--- config.mk ---
export PLATFORM = sky130hd
export DESIGN_NAME = cal_hu_hls_deadlock_reporter
export DESIGN_NICKNAME = d
export VERILOG_FILES = /design/src/rtl/cal_hu_deadlock_pkg.sv /design/src/rtl/cal_hu_deadlock_prio_enc.sv /design/src/rtl/cal_hu_hls_deadlock_reporter.sv
export SDC_FILE = /design/constraint.sdc
export NUM_CORES = 1
export LEC_CHECK = 0
export CORE_MARGIN = 2
export CORE_UTILIZATION = 35
export DETAILED_ROUTE_END_ITERATION = 7
export GPL_TIMING_DRIVEN = 1
export SETUP_SLACK_MARGIN = 0.1
export SYNTH_ARGS = -nofsm -noshare
export SYNTH_HDL_FRONTEND = slang
export SYNTH_HIERARCHICAL = 1
export SYNTH_SLANG_ARGS = --single-unit
--- constraint.sdc ---
create_clock -name clock -period 3.98 [get_ports clock]
set_clock_uncertainty 0.2 [all_clocks]
set_input_delay 0.995 -clock clock [delete_from_list [all_inputs] [get_ports clock]]
set_output_delay 0.995 -clock clock [all_outputs]
set_load 0.01 [all_outputs]
--- src/rtl/cal_hu_deadlock_pkg.sv ---
// cal_hu_deadlock_pkg: shared state encoding and defaults for the CAL_Hu deadlock reporter
package cal_hu_deadlock_pkg;
  typedef enum logic [1:0] {
    IDLE    = 2'd0,
    SUSPECT = 2'd1,
    REPORT  = 2'd2,
    HALT    = 2'd3
  } state_t;
  localparam int DEF_THRESH = 1024;
endpackage

--- src/rtl/cal_hu_deadlock_prio_enc.sv ---
// cal_hu_deadlock_prio_enc: index of the lowest set monitor block bit
module cal_hu_deadlock_prio_enc #(
  parameter int NUM_MON = 4,
  parameter int IDX_W   = 2
) (
  input  logic [NUM_MON-1:0] mon_block,
  output logic [IDX_W-1:0]   lo_idx
);
  always_comb begin
    lo_idx = '0;
    for (int i = NUM_MON - 1; i >= 0; i--) if (mon_block[i]) lo_idx = IDX_W'(i);
  end
endmodule

--- src/rtl/cal_hu_hls_deadlock_reporter.sv ---
// cal_hu_hls_deadlock_reporter: confirms persistent monitor blocking and reports it once
module cal_hu_hls_deadlock_reporter
  import cal_hu_deadlock_pkg::*;
#(
  parameter int NUM_MON = 4,
  parameter int IDX_W   = 2,
  parameter int THRESH  = DEF_THRESH,
  parameter int CNT_W   = 16,
  parameter int CYC_W   = 32
) (
  input  logic               clock,
  input  logic               reset,
  input  logic [NUM_MON-1:0] mon_block,
  input  logic               all_idle,
  input  logic               clear,
  output logic               report_valid,
  input  logic               report_ready,
  output logic [IDX_W-1:0]   report_idx,
  output logic [CYC_W-1:0]   report_cycles,
  output logic               deadlock_flag
);
  state_t state, state_nxt;
  logic [CNT_W-1:0] cnt;
  logic [CYC_W-1:0] cyc;
  logic [IDX_W-1:0] lo_idx;
  logic hold, confirm;
  cal_hu_deadlock_prio_enc #(.NUM_MON(NUM_MON), .IDX_W(IDX_W)) u_enc (
    .mon_block (mon_block),
    .lo_idx    (lo_idx)
  );
  assign hold          = |mon_block & !all_idle;
  assign confirm       = state == SUSPECT && hold && cnt == CNT_W'(THRESH - 1);
  assign report_valid  = state == REPORT;
  assign deadlock_flag = state == HALT;
  always_comb begin
    state_nxt = clear                ? IDLE :
                state == IDLE        ? (hold ? SUSPECT : IDLE) :
                state == SUSPECT     ? (!hold ? IDLE : confirm ? REPORT : SUSPECT) :
                state == REPORT      ? (report_ready ? HALT : REPORT) :
                HALT;
  end
  // the cycle stamp saturates rather than wrapping so late reports never look early
  always_ff @(posedge clock) begin
    if (reset) begin
      state         <= IDLE;
      cnt           <= '0;
      cyc           <= '0;
      report_idx    <= '0;
      report_cycles <= '0;
    end else begin
      state <= state_nxt;
      cnt   <= state_nxt == IDLE ? '0 :
               state == IDLE ? CNT_W'(1) :
               (state == SUSPECT && !confirm) ? cnt + CNT_W'(1) : cnt;
      cyc   <= &cyc ? cyc : cyc + CYC_W'(1);
      if (confirm && !clear) begin
        report_idx    <= lo_idx;
        report_cycles <= cyc;
      end
    end
  end
endmodule

# ---- Word level (Yosys, flattened, before mapping)
# Cells that the tools add are included.
dict set report word_totals {
  inputBits 9
  regBits 84
  wordCells 41
  out_inout_bits 36
}
dict set report op_classes {
  n_reduce_logical 14
  bitwise_logic 1
  n_eq_ne 4
  addsub 2
  mux 14
}
# cell count
set ops {}
lappend ops {{$add 32x1->32 const B} 1}
lappend ops {{$reduce_and 32->1} 1}
lappend ops {{$mux 2} 9}
lappend ops {{$add 16x1->16 const B} 1}
lappend ops {{$eq 16x10->1 const B} 1}
lappend ops {{$mux 1} 5}
lappend ops {{$eq 2x2->1 const B} 2}
lappend ops {{$logic_and 1x1->1} 4}
lappend ops {{$logic_not 2->1} 2}
lappend ops {{$reduce_or 4->1} 1}
lappend ops {{$logic_not 1->1} 3}
lappend ops {{$reduce_or 3->1} 1}
lappend ops {{$eq 2x1->1 const B} 1}
lappend ops {{$reduce_bool 2->1} 1}
lappend ops {{$reduce_or 2->1} 1}
lappend ops {{$and 1x1->1} 1}

# ---- Logic depth before layout (Yosys ltp)
# Gate-level depths: netlist (run 1).
dict set report logic_depth {
  ltp_word 11
  ltp_mapped 8
  ltp_nobuf 6
}

# ---- Cells and area by module
# Netlist (run 1), hierarchy kept.
# module n_inst area_each_um2 cells_per_inst seq_area_each_um2
set by_module_without_submodules {}
lappend by_module_without_submodules {cal_hu_hls_deadlock_reporter 1 3789.9 412 1681.6}
lappend by_module_without_submodules {cal_hu_deadlock_prio_enc 1 27.5 5 0.0}

# ---- Least setup slack after synthesis (run 1)
# Ideal clock, no wire load.
dict set report synth_path {
  path_type {input-to-reg}
  from {input mon_block[1]}
  to {register cnt[11]}
  stages 6
  path_buffers 1
  arrival_time_ps 2289
  setup_slack_ps 1363
  setup_time_ps 128
  t_required_ps 3652
  cell_sequence {nor4_2 > nor2_1 > and2_1 > o21ai_1 > clkbuf_1 > nor2_1}
}
dict set report synth_between {
  elab_chain_len 11
  elab_cells_between_ends 14
  classes_between {mux (6); bitwise (1); reduce/logical (7)}
}
# element line_no
set synth_rtl {}
lappend synth_rtl {{start: declaration} cal_hu_hls_deadlock_reporter.sv:13} ;# input logic [NUM_MON-1:0] mon_block,
lappend synth_rtl {{$reduce_or 4->1 (*)} cal_hu_hls_deadlock_reporter.sv:31} ;# assign hold = |mon_block & !all_idle;
lappend synth_rtl {{$and 1x1->1 (*)} cal_hu_hls_deadlock_reporter.sv:31}
lappend synth_rtl {{$logic_and 1x1->1 (2 in a row)} cal_hu_hls_deadlock_reporter.sv:32} ;# assign confirm = state == SUSPECT && hold && cnt == CNT_W'(THRESH - 1);
lappend synth_rtl {{$mux 2 (3 in a row)} cal_hu_hls_deadlock_reporter.sv:38} ;# state == SUSPECT ? (!hold ? IDLE : confirm ? REPORT : SUSPECT) :
lappend synth_rtl {{$mux 2} cal_hu_hls_deadlock_reporter.sv:37} ;# state == IDLE ? (hold ? SUSPECT : IDLE) :
lappend synth_rtl {{$mux 2} cal_hu_hls_deadlock_reporter.sv:36} ;# state_nxt = clear ? IDLE :
lappend synth_rtl {{$logic_not 2->1} cal_hu_hls_deadlock_reporter.sv:52} ;# cnt <= state_nxt == IDLE ? '0 :
lappend synth_rtl {{$reduce_or 3->1 (no line)} -}
lappend synth_rtl {{end signal: assignment} cal_hu_hls_deadlock_reporter.sv:52}
lappend synth_rtl {{end: declaration} cal_hu_hls_deadlock_reporter.sv:23} ;# logic [CNT_W-1:0] cnt;
# Mark *: on every way between the ends. The rest lies on a longest branch, timed or not.
# A chain may end at the register's enable or synchronous reset.

# ---- Worst setup path after layout (run 1)
dict set report layout_path {
  from {input mon_block[0]}
  to {register report_cycles[16]}
}
dict set report layout_between {
  elab_chain_len 5
}
# element line_no
set layout_rtl {}
lappend layout_rtl {{$reduce_or 4->1} cal_hu_hls_deadlock_reporter.sv:31}
lappend layout_rtl {{$and 1x1->1} cal_hu_hls_deadlock_reporter.sv:31}
lappend layout_rtl {{$logic_and 1x1->1 (2 in a row)} cal_hu_hls_deadlock_reporter.sv:32}
lappend layout_rtl {{$logic_and 1x1->1} cal_hu_hls_deadlock_reporter.sv:56} ;# if (confirm && !clear) begin
lappend layout_rtl {{end signal: assignment} cal_hu_hls_deadlock_reporter.sv:58} ;# report_cycles <= cyc;
lappend layout_rtl {{end: declaration} cal_hu_hls_deadlock_reporter.sv:19} ;# output logic [CYC_W-1:0] report_cycles,
# No other way between the ends.

==> metrics.txt, run 1 <==
vias in the first global route=2823; Peak Freq=0.3353 GHz; initial antenna violation count=0; via count=3067; Die ar.=11760 µm²; DP Area=4339 µm²; DRC errors left=0; RR Startpoint=cnt[8]; Max Cap Viol=0; post-CTS resize count=0; final net count=466; Overall Global Routing Usage=14.11%; area delta synth->final=19.34%; HPWL after DPL=5550 µm; H-Tree Depth=3; cts bufs inserted=9; diode count=0; hold buffer count at CTS=0; Clock Latency Late Sink=360 ps; min-delay worst type=flop to flop; I/O pin total=45; Final Hold Vio Count=0; CP Class=input port to flop; GRT Residual Overflow=0; RSZ-0062 raised after global routing=false; Cells after Synth=417; share of layout cells above drive strength 1=6.522%; ANT nets after route=0; Initial Util=35.53%; nature of the critical path endpoint=flop; initial DRC count=108; Req. time, crit path=4010 ps; Clock Path Buffers=2; Setup Buffers After CTS=0; synth warn=6; post-route cell area=4556 µm²; syn nets=428; CTS tree=built; hold endpoint=report_cycles[4]; setup_tns=0 ps; row count=38; Max FO, Critical Path=34; vias per inst=5.112; Port Buffer Count=44; clk slew on worst S/H paths=90 ps; DRT Pass-1 Iters=4; PnR Total Power=1.544 mW; max_slew headroom=55.24%; final setup fails=0; actual slew at the worst max-slew pin=666.4 ps; P per Cell Area=339.0 nW/µm²; CTS Sinks=84; maximum vdd drop=163.5 µV; RR Endpoint=report_cycles[16]; global-route wire length before repair=13210 µm; final cell count without fillers=600; Syn Area/Cell=9.154 µm²; Post-synth ARST share=0%; WL/cell=12.97 µm; DIE WIDTH=108.4 µm; Tmin final=2982 ps; Worst Path Arrival=3010 ps; placed cells=584; GPL Wtd Cong=0.7659; outcome=completed; hold path depth=2; fin crit share=74.93%; distinct cell type count after synthesis=51; Final Slew Violations=0; CTS root buffer=clkbuf_8; Syn Std Cell Area=3817 µm²; Register-to-Register Path Depth=6; R2R Setup Slk=1400 ps; EDFF count, synth=0; pin count of the biggest net entering global routing=40; WHS=298.4 ps; startpoint types=input port; Leakage=1.735 nW; Vert. Die Dim=108.4 µm; Seq/Total Area, Yosys=44.05%; HP Start=report_cycles[4]; core region area=10750 µm²; final WL=7783 µm; Synth Flop Type=dfxtp_1; register bit count reported by yosys=84
[synthesized netlist by cell type (9+ instances only)]
library cell  count  area (µm²)
nand3_1          20       100.1
dfxtp_1          84        1682
nand2_1          16       60.06
inv_1             9       33.78
or3_1            10       62.56
a21oi_1          23       115.1
clkbuf_1          9       33.78
o31ai_1           9       67.56
mux2i_1          35       350.3
o21ai_0           9       45.04
xnor2_1          17       148.9
and3_1            9       56.30
nor2_1           73       274.0
[metrics by stage]
| stage | setup slack [ps] | util (%) |
|---|---|---|
| after floorplan | 1363 | - |
| after global placement | 754.6 | 40.38 |
| after detailed placement | 653.5 | 40.38 |
| after CTS | 1039 | 42.40 |
| after global routing | 881.5 | 42.40 |
| final | 997.6 | 42.40 |
[layout by cell type (no fill, tap or decap), types with 2 or more instances in the layout]
| cell | n |
|---|---|
| clkinvlp_4 | 2 |
| nand2b_1 | 3 |
| o21ai_0 | 9 |
| xor2_1 | 7 |
| nand3b_1 | 2 |
| or4_1 | 8 |
| dfxtp_1 | 84 |
| buf_4 | 3 |
| nor2_1 | 73 |
| nor4_4 | 3 |
| ha_1 | 2 |
| nand3_1 | 20 |
| a21oi_1 | 23 |
| and2_1 | 3 |
| mux2i_1 | 35 |
| clkbuf_8 | 9 |
| a31oi_1 | 2 |
| o211ai_1 | 2 |
| o31ai_1 | 9 |
| or3_1 | 10 |
| a2111oi_0 | 3 |
| nor2b_1 | 3 |
| xnor2_1 | 17 |
| nand2_1 | 16 |
| bufinv_16 | 2 |
| nand4_1 | 7 |
| and4_1 | 4 |
| nor3_1 | 4 |
| inv_1 | 9 |
| and3_1 | 9 |
| clkdlybuf4s50_1 | 43 |
| a211oi_1 | 8 |
[critical path, stage by stage]
cell             delay [ps]
clkdlybuf4s50_1         530
nor4_2                  100
nor4_4                  620
nand3b_1                240
buf_12                  240
mux2i_1                 190
nor2_1                   50
[flip-flops by register name (all words and copies together) (netlist names)]
| name | cells |
|---|---|
| cyc | 32 |
| report_cycles | 32 |
| cnt | 16 |
| report_idx | 2 |
| state | 2 |
[worst max-delay path by stage]
stage / from / end / slack [ps] / cells after the start
after floorplan: mon_block[1] / cnt[11] / 1360 / 6
after global placement: mon_block[0] / report_cycles[16] / 750 / 7
after detailed placement: mon_block[0] / report_cycles[5] / 650 / 7
after CTS: mon_block[0] / report_cycles[5] / 1040 / 7
after global routing: mon_block[0] / report_cycles[5] / 880 / 7
final: mon_block[0] / report_cycles[16] / 1000 / 7
[cell families (layout without fill, tap and decap cells)]
group | count (synthesis) | after routing | share of synthesized area (%)
compound gates | 64 | 64 | 10.68
buf+inv | 30 | 73 | 4.326
xor+xnor | 24 | 24 | 5.506
fa+ha+maj | 2 | 2 | 0.6554
mux | 36 | 36 | 9.472
simple gates | 177 | 177 | 25.30
flops | 84 | 84 | 44.05
[report_power, final]
part / total [mW] / internal [mW] / switching [mW]
clock network: 0.659 / 0.353 / 0.306
logic: 0.0362 / 0.0146 / 0.0216
registers: 0.849 / 0.843 / 0.00532
total: 1.54 / 1.21 / 0.333
[metal layers]
layer  vias to the layer above  wire length [µm]  track usage [%]
li1                       1565                 -                -
met1                      1442              3534            17.04
met2                        49              3848            23.88
met3                        11               291            3.858
met4                         0               108            5.311
met5                         -                 0                0
[layout make-up]
cell class                      count  area, µm²
Fill cell                        1115       6190
Multi-Input combinational cell    303       1971
Sequential cell                    84       1682
Timing Repair Buffer               48      478.0
Tap cell                          140      175.2
Clock buffer                       10      127.6
Clock inverter                      6      88.84
Inverter                            9      33.78
Note: power is estimated with default switching activity, not from simulation.
==> run 2: changes to the inputs <==
Clock period 3.98 ns to 2.5 ns, I/O delays scaled along.
==> run 2 against run 1 <==
  * First-iteration DRC count grew 56%
  * Sequential power up 59%
  * Clock power rose by 28%
  * Die area unchanged
  * Combinational power increased by 81%
  * Flip-flop and latch count unchanged
  * Critical endpoint is now cyc[26]
  * Largest power group unchanged
  * Sequential share of layout area shrank 0.76 points
  * Highest routed layer unchanged
  * Design area increased by 2.4%
  * Total power up 46%
==> metrics.txt, run 2 (same netlist as run 1, synthesis figures left out) <==
fin crit share=92.69%; RSZ-0062 raised after global routing=true (was false); final WL=7866 µm (was 7783 µm); Final Slew Violations=0 (unchanged); Die ar.=11760 µm² (unchanged); Max FO, Critical Path=6 (was 34); actual slew at the worst max-slew pin=607.7 ps (was 666.4 ps); Port Buffer Count=44 (unchanged); Clock Latency Late Sink=360 ps (about the same); CP Launch Point=cyc[20] (was mon_block[0]); critical path, cell by cell=nand3_1 > nor4_1 > nand3_1 > or3_1 > a21oi_1 (was clkdlybuf4s50_1 > nor4_2 > nor4_4 > nand3b_1 > buf_12 > mux2i_1 > nor2_1); startpoint types=flop (was input port); Clock Path Buffers=2 (unchanged); core region area=10750 µm² (unchanged); nature of the critical path endpoint=flop (unchanged); worst path buffer plus inverter count=0 (was 2); Top Registers=cyc: 32 flops, report_cycles: 32 flops, cnt: 16 flops (unchanged); global-route wire length before repair=13620 µm (was 13210 µm); I/O pin total=45 (unchanged); CP max stage delay=590 ps (was 620 ps); critical path's slowest cell=nor4_1 (was nor4_4); Req. time, crit path=2580 ps (was 4010 ps); hold buffer count at CTS=0 (unchanged); maximum vdd drop=226.2 µV (was 163.5 µV); Register-to-Register Path Depth=5 (was 6); GRT Residual Overflow=0 (unchanged); HP Start=report_cycles[26] (was report_cycles[4]); pre-CTS WS=-155.8 ps (was 653.5 ps); final setup fails=0 (unchanged); Initial Util=35.53% (unchanged); DRT Pass-1 Iters=4 (unchanged); Vert. Die Dim=108.4 µm (unchanged); Stages on worst setup path=5 (was 7); Combinational Power Share=2.9% (was 2.3%); clk slew on worst S/H paths=70 ps (was 90 ps); Peak Freq=0.4316 GHz; initial DRC count=169 (was 108); area delta synth->final=22.22% (was 19.34%); GPL Wtd Cong=0.8108 (was 0.7659); cts bufs inserted=9 (unchanged); HPWL after DPL=5638 µm (was 5550 µm); power share of the sequential group=59.8% (was 55.0%); ANT nets after route=0 (unchanged); RR Startpoint=cyc[20] (was cnt[8]); pin count of the biggest net entering global routing=68 (was 40); Final WS setup=182.8 ps (was 997.6 ps); R2R Setup Slk=180 ps (was 1400 ps); CP Class=flop to flop (was input port to flop); hold path depth=2 (unchanged); P per Cell Area=484.3 nW/µm² (was 339.0 nW/µm²); Psw=0.5044 mW (was 0.3329 mW); most common cell after layout, fill and taps aside=dfxtp_1 (unchanged); Int Pwr=1.755 mW (was 1.211 mW); CTS Sinks=84 (unchanged); WL/cell=12.73 µm (was 12.97 µm); via count=3094 (was 3067); Worst Path Arrival=2400 ps (was 3010 ps); diode count=0 (unchanged); H-Tree Depth=3 (unchanged); DRC errors left=0 (unchanged); Crit path top cell by count=nand3_1; Leakage=1.820 nW (was 1.735 nW); Overall Global Routing Usage=14.73% (was 14.11%); Final Hold Vio Count=0 (unchanged); vias in the first global route=2918 (was 2823); commonest non-fill, non-tap cells in the layout=dfxtp_1, nor2_1, clkdlybuf4s50_1 (unchanged); outcome=completed (unchanged); Core Util, Final=43.42% (was 42.40%); CTS root buffer=clkbuf_8 (unchanged); PnR Total Power=2.259 mW (was 1.544 mW); clock power share=37.3% (was 42.7%); CTS tree=built (unchanged); Top delay family on crit path=simple AND/OR/NAND/NOR gates (unchanged); vias per inst=5.006 (was 5.112); setup_tns=0 ps (unchanged); DIE WIDTH=108.4 µm (unchanged); fill count=1110 (was 1115); max_slew headroom=59.11% (was 55.24%); min-delay worst type=flop to flop (unchanged); Max Cap Viol=0 (unchanged); initial antenna violation count=0 (unchanged); final net count=484 (was 466); Switching Share=22.32% (was 21.56%); Tmin final=2317 ps; row count=38 (unchanged); share of layout cells above drive strength 1=11.30% (was 6.522%)
[run 2: cell type report]
type / instances / area [µm²] / share of cell area (%)
tap: 140 / 175.2 / 3.754
multi-input combinational: 303 / 1976 / 42.34
clock buffer: 11 / 141.4 / 3.030
sequential: 84 / 1687 / 36.15
timing repair buffer: 66 / 625.6 / 13.41
clock inverter: 5 / 27.53 / 0.5900
inverter: 9 / 33.78 / 0.7241
[run 2: power by group through the flow]
| stage | logic (mW) | registers, mW | clock network [mW] |
|---|---|---|---|
| after global routing | 0.0738 | 1.35 | 0.945 |
| after global placement | 0.0660 | 1.38 | 0 |
| after floorplan | 0.0350 | 1.38 | 0 |
| after detailed placement | 0.0669 | 1.38 | 0 |
| after CTS | 0.0671 | 1.35 | 0.879 |
| final | 0.0657 | 1.35 | 0.842 |
[run 2: layer usage]
| layer | track usage (%) | up-vias | part of all wire, % |
|---|---|---|---|
| met1 | 17.38 | 1444 | 45 |
| met5 | 0 | - | 0 |
| met3 | 5.003 | 6 | 3.0 |
| met2 | 25.45 | 40 | 51 |
| met4 | 4.029 | 0 | 0.92 |
| li1 | - | 1604 | - |
[run 2: per-stage QoR]
stage	area, µm²	std cells	hold WS (ps)
global route	4666	618	341.8
CTS	4649	617	309.5
detailed placement	4479	601	290.7
global placement	4479	601	274.1
finish	4666	618	300.0
floorplan	3817	417	260.0
[run 2: repair_timing]
item,CTS,global route
setup endpoints to repair,1,16
pin swaps,0,1
gates resized for setup,1,7
setup buffers,0,1
[run 2: path summary, 6_finish.rpt]
kind / to
hold reg to reg: report_cycles[26]
setup reg to reg: cyc[26]
setup / recovery: cyc[26]
hold / removal: report_cycles[26]
[run 2: worst min-delay path: stages, from the launching register on]
cell and delay (ps):
dfxtp_1 330, mux2i_1 70, nor2_1 70
==> run 3: changes to the inputs <==
Settings changed: CORE_MARGIN 2 to not set.
==> run 3 against run 2 <==
  * Maximum frequency up 1.5%
  * Flip-flop and latch count unchanged
  * Largest power group unchanged
  * Highest routed layer unchanged
  * Total power up 6.8%
  * Critical path depth up 3
  * Critical endpoint is now report_cycles[12]
==> metrics.txt, run 3 (same netlist as run 1, synthesis figures left out) <==
most common cell after layout, fill and taps aside=dfxtp_1 (unchanged); pin count of the biggest net entering global routing=68 (unchanged); WL/cell=12.82 µm (was 12.73 µm); final net count=481 (was 484); Leakage=1.806 nW (was 1.820 nW); final WL=7835 µm (was 7866 µm); Seq. cell area=1687 µm² (unchanged); initial antenna violation count=0 (unchanged); Tmin final=2283 ps (was 2317 ps); setup_tns=0 ps (unchanged); WHS=297.1 ps (was 300.0 ps); min-delay worst type=flop to flop (unchanged); DIE WIDTH=106.4 µm (was 108.4 µm); DRC errors left=0 (unchanged); fill count=1060 (was 1110); Req. time, crit path=2530 ps (was 2580 ps); hold buffer count at CTS=0 (unchanged); Final WS setup=217.1 ps (was 182.8 ps); Overall Global Routing Usage=14.45% (was 14.73%); pre-CTS WS=-204.6 ps (was -155.8 ps); placed cells=594 (was 601); maximum vdd drop=204.4 µV (was 226.2 µV); final setup fails=0 (unchanged); I/O pin total=45 (unchanged); Max FO, Critical Path=13 (was 6); R2R Setup Slk=260 ps (was 180 ps); vias in the first global route=2898 (was 2918); Initial Util=36.49% (was 35.53%); commonest non-fill, non-tap cells in the layout=dfxtp_1, nor2_1, clkdlybuf4s50_1 (unchanged); Die ar.=11330 µm² (was 11760 µm²); final cell count without fillers=611 (was 618); met2 Use GR=22.77% (was 25.45%); H-Tree Depth=3 (unchanged); GPL Wtd Cong=0.7715 (was 0.8108); share of layout cells above drive strength 1=10.32% (was 11.30%); GRT met1 Usage=18.92% (was 17.38%); CP Class=input port to flop (was flop to flop); CTS Sinks=84 (unchanged); initial DRC count=53 (was 169); ANT nets after route=0 (unchanged); RSZ-0062 raised after global routing=false (was true); P per Cell Area=516.9 nW/µm² (was 484.3 nW/µm²); Worst Path Arrival=2310 ps (was 2400 ps); CTS tree=built (unchanged); max_slew headroom=58.22% (was 59.11%); CTS root buffer=clkbuf_8 (unchanged); HPWL after DPL=5448 µm (was 5638 µm); Vert. Die Dim=106.4 µm (was 108.4 µm); Clock Latency Late Sink=350 ps (was 360 ps); Port Buffer Count=44 (unchanged); Final Slew Violations=0 (unchanged); area delta synth->final=22.29% (was 22.22%); core region area=10460 µm² (was 10750 µm²); fin crit share=91.32% (was 92.69%); Multi-input gate area=1979 µm² (was 1976 µm²); Peak Freq=0.4380 GHz (was 0.4316 GHz); M3 GR Usage=3.250% (was 5.003%); Final Hold Vio Count=0 (unchanged); nature of the critical path endpoint=flop (unchanged); Top Registers=cyc: 32 flops, report_cycles: 32 flops, cnt: 16 flops (unchanged); Clock Path Buffers=2 (unchanged); DRT Pass-1 Iters=4 (unchanged); Max Cap Viol=0 (unchanged); actual slew at the worst max-slew pin=618.3 ps (was 607.7 ps); diode count=0 (unchanged); clk slew on worst S/H paths=80 ps (was 70 ps); via count=3100 (was 3094); cts bufs inserted=9 (unchanged); row count=37 (was 38); startpoint types=input port (was flop); GRT Residual Overflow=0 (unchanged); global-route wire length before repair=13250 µm (was 13620 µm); outcome=completed (unchanged); GRT busiest layer=met2 (unchanged); vias per inst=5.074 (was 5.006); Core Util, Final=44.62% (was 43.42%)
-- run 3: changes by cell type in the layout (fill, tap and decap cells not counted), sizes merged --
cell      delta
clkbuf       +2
bufinv       +1
clkinvlp     +1
clkinv       -4
buf          -3
-- run 3: timing repair --
action	4_1_cts	5_1_grt
endpoints found under the setup margin	2	23
setup buffers	0	1
resized for setup	1	7
pin swaps	0	1
-- run 3: worst max-delay path: stages --
cell,delay (ps)
clkdlybuf4s50_1,500
nor4_2,50
buf_4,140
nor4_4,340
nand3b_1,170
buf_4,240
mux2i_1,170
nor2_1,60
-- run 3: worst paths after layout --
| check | from | to | cells after the start |
|---|---|---|---|
| setup / recovery | mon_block[2] | report_cycles[12] | 8 |
| hold / removal | cyc[27] | cyc[27] | 2 |
| setup reg to reg | cyc[3] | cyc[31] | 5 |
| hold reg to reg | cyc[27] | cyc[27] | 2 |
-- run 3: final cells by class --
class	count	area share (%)
clock buffer	13	3.404
clock inverter	3	0.9649
inverter	9	0.7237
multi-input combinational	303	42.40
sequential	84	36.13
tap	136	3.645
timing repair buffer	63	12.73
-- run 3: power breakdown --
| part | total (mW) | leakage, nW | switching [mW] | internal, mW |
|---|---|---|---|---|
| logic | 0.0634 | 1.03 | 0.0338 | 0.0295 |
| clock network | 0.999 | 0.0959 | 0.481 | 0.518 |
| registers | 1.35 | 0.678 | 0.00918 | 1.34 |
-- run 3: per-layer routing --
metal,up-vias,wire (µm)
met3,11,359
met4,0,124
met1,1434,3793
met2,61,3558
met5,-,0
li1,1594,-
-- run 3: stage by stage --
step                      area, µm²  power (mW)
after floorplan                3817       1.414
after global placement         4439       1.446
after detailed placement       4439       1.447
after CTS                      4644       2.450
after global routing           4668       2.512
final                          4668       2.413
